File: src/rtl/pong_pkg.sv
// Shared pong definitions: game phase encodings and default game tuning.
package pong_pkg;

  typedef enum logic [1:0] {
    ST_NEWGAME = 2'd0,
    ST_PLAY    = 2'd1,
    ST_NEWBALL = 2'd2,
    ST_OVER    = 2'd3
  } state_t;

  localparam int WIN_SCORE_DEF   = 7;
  localparam int DELAY_TICKS_DEF = 120;

endpackage

File: src/rtl/pong_edge_det.sv
// One-bit registered rising-edge detector; rise pulses one cycle after the input goes high.
module pong_edge_det (
  input  logic clk,
  input  logic reset,
  input  logic level,
  output logic rise
);

  logic prev;
  logic armed;

  // armed stays low for the first cycle out of reset, so a level held through reset is
  // absorbed into prev without firing; it must drop and rise again to produce an edge.
  always_ff @(posedge clk or posedge reset) begin
    if (reset) begin
      prev  <= 1'b0;
      armed <= 1'b0;
      rise  <= 1'b0;
    end else begin
      armed <= 1'b1;
      prev  <= level;
      rise  <= level & ~prev & armed;
    end
  end

endmodule

File: src/rtl/pong_game_ctrl.sv
// Pong game sequencer: scores, rally count and NEWGAME/PLAY/NEWBALL/OVER phases.
module pong_game_ctrl
  import pong_pkg::*;
#(
  parameter int WIN_SCORE   = WIN_SCORE_DEF,
  parameter int DELAY_TICKS = DELAY_TICKS_DEF,
  parameter int RALLY_W     = 8
) (
  input  logic               clk,
  input  logic               reset,
  input  logic               refresh_tick,
  input  logic               btn_start,
  input  logic               hit_a,
  input  logic               hit_b,
  input  logic               miss_a,
  input  logic               miss_b,
  output logic               gra_still,
  output logic [3:0]         score_a,
  output logic [3:0]         score_b,
  output logic [RALLY_W-1:0] rally,
  output logic               game_over,
  output logic               winner,
  output logic [1:0]         state_o
);

  localparam int DT = (DELAY_TICKS == 0) ? 1 : DELAY_TICKS;
  localparam int TW = $clog2(DT + 1);
  localparam logic [TW-1:0] TLOAD = TW'(DT);
  localparam logic [3:0]    WIN   = 4'(WIN_SCORE);

  logic btn_re, hit_a_re, hit_b_re, miss_a_re, miss_b_re;

  pong_edge_det u_ed_btn  (.clk(clk), .reset(reset), .level(btn_start), .rise(btn_re));
  pong_edge_det u_ed_hita (.clk(clk), .reset(reset), .level(hit_a),     .rise(hit_a_re));
  pong_edge_det u_ed_hitb (.clk(clk), .reset(reset), .level(hit_b),     .rise(hit_b_re));
  pong_edge_det u_ed_misa (.clk(clk), .reset(reset), .level(miss_a),    .rise(miss_a_re));
  pong_edge_det u_ed_misb (.clk(clk), .reset(reset), .level(miss_b),    .rise(miss_b_re));

  state_t             state, state_n;
  logic [TW-1:0]      timer, timer_n;
  logic [3:0]         score_a_n, score_b_n;
  logic [RALLY_W-1:0] rally_n;
  logic               winner_n;

  always_comb begin
    state_n   = state;
    timer_n   = timer;
    score_a_n = score_a;
    score_b_n = score_b;
    rally_n   = rally;
    winner_n  = winner;
    case (state)
      ST_NEWGAME: begin
        if (btn_re) begin
          score_a_n = 4'd0;
          score_b_n = 4'd0;
          rally_n   = '0;
          winner_n  = 1'b0;
          state_n   = ST_PLAY;
        end
      end
      ST_PLAY: begin
        // Misses take priority over hits, and miss_a over miss_b.
        if (miss_a_re) begin
          score_b_n = score_b + 4'd1;
          rally_n   = '0;
          timer_n   = TLOAD;
          if (score_b_n == WIN) begin
            winner_n = 1'b1;
            state_n  = ST_OVER;
          end else begin
            state_n  = ST_NEWBALL;
          end
        end else if (miss_b_re) begin
          score_a_n = score_a + 4'd1;
          rally_n   = '0;
          timer_n   = TLOAD;
          if (score_a_n == WIN) begin
            winner_n = 1'b0;
            state_n  = ST_OVER;
          end else begin
            state_n  = ST_NEWBALL;
          end
        end else if ((hit_a_re || hit_b_re) && (rally != '1)) begin
          rally_n = rally + RALLY_W'(1);
        end
      end
      ST_NEWBALL, ST_OVER: begin
        if (refresh_tick) begin
          if (timer <= TW'(1)) begin
            timer_n = '0;
            state_n = (state == ST_NEWBALL) ? ST_PLAY : ST_NEWGAME;
          end else begin
            timer_n = timer - TW'(1);
          end
        end
      end
      default: state_n = ST_NEWGAME;
    endcase
  end

  always_ff @(posedge clk or posedge reset) begin
    if (reset) begin
      state     <= ST_NEWGAME;
      timer     <= '0;
      score_a   <= 4'd0;
      score_b   <= 4'd0;
      rally     <= '0;
      winner    <= 1'b0;
      gra_still <= 1'b1;
      game_over <= 1'b0;
      state_o   <= 2'd0;
    end else begin
      state     <= state_n;
      timer     <= timer_n;
      score_a   <= score_a_n;
      score_b   <= score_b_n;
      rally     <= rally_n;
      winner    <= winner_n;
      gra_still <= (state_n != ST_PLAY);
      game_over <= (state_n == ST_OVER);
      state_o   <= state_n;
    end
  end

endmodule

File: config.mk
export PLATFORM = sky130hd
export DESIGN_NAME = pong_game_ctrl
export DESIGN_NICKNAME = d
export VERILOG_FILES = /design/src/rtl/pong_pkg.sv /design/src/rtl/pong_edge_det.sv /design/src/rtl/pong_game_ctrl.sv
export SDC_FILE = /design/constraint.sdc
export NUM_CORES = 1
export LEC_CHECK = 0
export ABC_AREA = 1
export BUFFER_PORTS_ARGS = -buffer_cell sky130_fd_sc_hd__buf_2
export CAP_MARGIN = 25
export CORE_UTILIZATION = 57
export CTS_CLUSTER_SIZE = 20
export DETAILED_ROUTE_END_ITERATION = 16
export PLACE_DENSITY = 0.76
export SLEW_MARGIN = 10
export SYNTH_ARGS = -nofsm -noshare
export SYNTH_HDL_FRONTEND = slang
export SYNTH_SLANG_ARGS = --single-unit
File: constraint.sdc
create_clock -name clk -period 1.55 [get_ports clk]
set_input_delay 0 -clock clk [delete_from_list [all_inputs] [get_ports clk]]
set_output_delay 0 -clock clk [all_outputs]
set_load 0.1 [all_outputs]
After elaboration in Yosys (flattened, before gate mapping) --
Cells that the tools add are included.
Storage, ports and cells: word-level logic and storage cells 98, input port bits 8, register bits 39, output and inout port bits 21
Operators by class: reduce and logical (&&, ||, !) cells 11, $lt $le $gt $ge 1, multiplexer cells 31, $add $sub $neg 4, bitwise logic cells 15, equal/unequal tests 17
Operators with widths (count):
- $mux 8 | 4
- $mux 7 | 4
- $mux 4 | 4
- $pmux 4 s2 | 2
- $pmux 8 s2 | 1
- $pmux 7 s2 | 1
- $and 1x1->1 | 10
- $mux 2 | 5
- $reduce_and 3->1 | 3
- $add 4x1->4 const B | 2
- $add 8x1->8 const B | 1
- $eq 4x3->1 const B | 2
- $mux 1 | 8
- $ne 2x1->1 const B | 4
- $ne 8x8->1 const B | 1
- $le 7x1->1 const B | 1
- $sub 7x1->7 const B | 1
- $eq 2x2->1 const B | 3
- $pmux 2 s3 | 1
- $not 1->1 | 5
- $reduce_and 5->1 | 1
- $ne 2x2->1 const B | 2
- $ne 4x2->1 const B | 1
- $reduce_and 4->1 | 1
- other kinds (10) | 11

Longest topological paths before layout --
word-level depth 7, gate-level depth with buffers 10, depth with buffers taken out 10

Hierarchy --
A second synthesis with hierarchy kept.
Unflattened totals: cell total of the unflattened synthesis 259, area total of the unflattened synthesis 2149.6 um^2
Modules (own cells, without submodules):
- pong_game_ctrl | times used 1, cells an instance 224, sequential area each 701.9 um^2, area an instance 1686.6 um^2
- pong_edge_det | times used 5, cells an instance 7, sequential area each 75.1 um^2, area an instance 92.6 um^2

Worst setup path before layout --
OpenSTA, ideal clock, no wires.
path kind register to register, from register rally[1], to register rally[5], buffers on the path 0, clock period less this slack 2.240 ns, required time 1.429 ns, slack -0.690 ns, library setup time 0.121 ns, arrival 2.119 ns, cell stages (with the launch flop) 9, cell sequence dfrtp_1 ha_1 nand2_1 nor2_1 nand4_2 nand2_4 nand2_8 a21oi_2 nor2_2
Between the ends: longest elaborated chain between the ends 5, elaborated cells between the ends (all ways) 9, those cells by class 1 x add/sub; 2 x eq/ne; 4 x mux; 2 x reduce/logical
RTL lines:
- start, declared | line pong_game_ctrl.sv:20 | output logic [RALLY_W-1:0] rally,
- start signal, assigned | line pong_game_ctrl.sv:118 | rally <= rally_n;
- $add 8x1->8 | line pong_game_ctrl.sv:85 | rally_n = rally + RALLY_W'(1);
- $mux 8 | line pong_game_ctrl.sv:84 | end else if ((hit_a_re || hit_b_re) && (rally != '1)) begin
- $mux 8 | line pong_game_ctrl.sv:74 | end else if (miss_b_re) begin
- $mux 8 | line pong_game_ctrl.sv:64 | if (miss_a_re) begin
- $pmux 8 s2 | line pong_game_ctrl.sv:52 | case (state)
Parallel ways exist; a longest one is shown, timed or not. The select of a mux whose other input is x is not followed. A chain may end at the register's enable or synchronous reset.

Final worst setup path --
from register score_a[1], to register winner
Between the ends: longest elaborated chain between the ends 4
RTL lines:
- start, declared | line pong_game_ctrl.sv:18 | output logic [3:0] score_a,
- start signal, assigned | line pong_game_ctrl.sv:116 | score_a <= score_a_n;
- $add 4x1->4 | line pong_game_ctrl.sv:75 | score_a_n = score_a + 4'd1;
- $eq 4x3->1 | line pong_game_ctrl.sv:78 | if (score_a_n == WIN) begin
- $ne 3x2->1 (no line)
- $reduce_and 5->1 (no line)
- end signal, assigned | line pong_game_ctrl.sv:119 | winner <= winner_n;
- end, declared | line pong_game_ctrl.sv:22 | output logic winner,
Every way passes these cells.

==> reports/results.tsv <==
stage	metric	value	unit
final_layout	postLayoutCoreUtil	75.1	%
final_layout	nFillCells	253	
setup_path	crit_fanout	6	
job	maxCapViolations	0	
final_layout	layout.cells.non_filler	345	
final_layout	layout_common_cells	53 x nand2_1, 38 x inv_1, 28 x buf_2	
cts	h-tree-depth	2	
outcome	status	complete, no violations	
place	gp_congestion	0.819	
sta	hold_ws	275	ps
final_layout	final_common_cell	nand2_1	
cts	cts_tree	done	
synth	synth_area	2090	um^2
sta	drv_slew	0	
place	dp_cells	329	
detailed_routing	ant_nets	0	
global_route	grt_pass1_wl	6.98	mm
detailed_routing	first_pass_iters	4	
setup_path	end_kind	flop	
pwr	power_density	795	nW/um^2
hold_path	hp-class	input pin to asynchronous set/reset pin	
sta	period_share	97.6	%
synth	synthFlopType	dfrtp_1	
floorplanning	io-pin-count	29	
sta	tns	0	ps
synth	synthDistinctLibCells	37	
detailed_routing	vias	1763	
pwr	total_power	2.04	mW
synth	async_reset_ff_share	100	%
synth	yosys_warnings	0	
synth	synth_fp_nets	271	
setup_path	critPathKind	flop to flop	
final_layout	syn_to_final_growth	22.5	%
cts	clk_pin_slew	140	ps
sta	fin_ws	36.9	ps
cts	numClockSinks	39	
sta	finalHoldViolCount	0	
final_layout	fin_nets	313	
floorplanning	fp.coreArea	3420	um^2
detailed_routing	drt_wl_total	4.18	mm
cts	numCtsBuffers	5	
sta	post-route-min-period	1510	ps
detailed_routing	routed_via_density	5.11	
synth	ys_seq_area_share	46.7	%
detailed_routing	detail_route.iter0.violations	104	
final_layout	design_area	2560	um^2
cts	clk_latency	360	ps
synth	ys_ff_latch	39	
floorplanning	fp.dieArea	3920	um^2
place	post_dp_cell_area	2410	um^2
synth	syn_avg_cell_area	8.17	um^2
global_route	grt_pass1_vias	1604	
global_route	grt_max_degree	40	
floorplanning	die_y	62.6	um
pwr	ir_drop	0.754	mV
pwr	power_leakage	1.26	nW
final_layout	n_antenna_cell	0	
cts	root_buffer	clkbuf_4	
floorplanning	rows	21	
setup_path	startpoint_type	flop	
sta	clock_skew	13.9	ps
global_route	track_usage	22.8	%
floorplanning	die_w	62.6	um
place	place_ws	27.1	ps
final_layout	drive_gt1_share	30.4	%
place	numPortBuffers	28	
setup_path	required	1820	ps
sta	fmax	661	MHz
global_route	antenna_found_initial	0	
global_route	gr-total-overflow	0	
setup_path	crit_arrival	1780	ps
cts	clockBufferDepth	2	
synth	syn-instance-count	256	
detailed_routing	avgRoutedWirePerCell	12.1	um
detailed_routing	drc_errors	0	
synth	synth_edf_count	0	
sta	rsz0062_at_grt	yes	
floorplanning	initial_utilization	61.2	%
place	hpwl	2.89	mm
sta	final-setup-viol-count	0	
[final cells by class]
type / count / area, um^2 / share of cell area [%]
timing repair buffer: 37 / 225 / 8.78
tap: 46 / 57.6 / 2.24
clock buffer: 5 / 37.5 / 1.46
clock inverter: 3 / 23.8 / 0.927
sequential: 39 / 1020 / 39.8
multi-input combinational: 172 / 1030 / 40.2
inverter: 43 / 169 / 6.59
[flip-flops by register name, indices dropped and copies added (netlist names)]
signal and cells:
u_ed_misa.rise 1, score_a 4, state 2, timer 7, u_ed_btn.prev 1, u_ed_misb.armed 1, u_ed_misa.prev 1, u_ed_hitb.rise 1
u_ed_hitb.prev 1, u_ed_hita.rise 1, game_over 1, gra_still 1, winner 1, u_ed_misb.prev 1, rally 8, u_ed_hita.prev 1
score_b 4, u_ed_btn.rise 1, u_ed_misb.rise 1
[layer usage]
layer | vias to the layer above | global-route usage [%] | share of wire, %
met1 | 810 | 29.0 | 47
met4 | 0 | 6.98 | 1.2
met3 | 5 | 6.20 | 3.5
li1 | 911 | - | -
met5 | - | 0 | 0
met2 | 37 | 37.6 | 48
[what timing repair did]
action	4_1_cts	5_1_grt
setup endpoints to repair	1	5
pin swaps	0	4
hold endpoints to repair	49	0
buffers inserted	0	1
resized for setup	1	7
hold buffers	7	0
[where the power goes]
| part | internal (mW) | switching [mW] | total (mW) |
|---|---|---|---|
| logic | 0.118 | 0.202 | 0.320 |
| registers | 1.10 | 0.0525 | 1.15 |
| clock network | 0.182 | 0.388 | 0.569 |
| total | 1.40 | 0.642 | 2.04 |
[cell usage after synthesis (2+ instances only)]
cell,number,area (um^2)
nand2_1,57,214
inv_1,40,150
dfrtp_1,38,951
nand3_1,28,140
nor2_1,20,75.1
o21ai_0,14,70.1
ha_1,7,87.6
nand4_1,5,31.3
o22ai_1,5,31.3
a21oi_1,4,20.0
a22oi_1,3,22.5
nor2_2,3,18.8
nor3_1,3,15.0
a21boi_0,2,15.0
inv_4,2,12.5
nand2_2,2,12.5
nand2_4,2,22.5
o21ai_1,2,10.0
[worst max-delay path, stage by stage (launching register included)]
cell and delay, ps:
dfrtp_4 540, ha_4 170, nand2_2 70, nand2_2 60, nor3_2 200, nand2_1 100, nand2_1 60, nand2_1 50
o21ai_1 110, nand2_1 50
[cells by family after synthesis]
group | count (synthesis) | synth area share (%)
compound gates | 36 | 10.7
xor+xnor | 1 | 0.419
fa+ha+maj | 7 | 4.19
buf+inv | 45 | 8.37
flops | 39 | 46.7
other cells | 1 | 0.179
simple gates | 127 | 29.4
[final timing paths]
| check | from | to | slack, ps | depth (start not counted) |
|---|---|---|---|---|
| worst max-delay path | score_a[1]$_DFFE_PP0P_ | winner$_DFFE_PP0P_ | 40 | 9 |
| worst min-delay path | reset | u_ed_btn.rise$_DFF_PP0_ | 270 | 4 |
| worst max register to register | score_a[1]$_DFFE_PP0P_ | winner$_DFFE_PP0P_ | 40 | 9 |
| worst min register to register | u_ed_misb.prev$_DFF_PP0_ | u_ed_misb.rise$_DFF_PP0_ | 400 | 1 |
| max in group asynchronous | reset | state[1]$_DFF_PP0_ | 890 | 4 |
| min in group clk | hit_b | u_ed_hitb.prev$_DFF_PP0_ | 290 | 2 |
No activity file was read; power rests on OpenSTA's default activity.
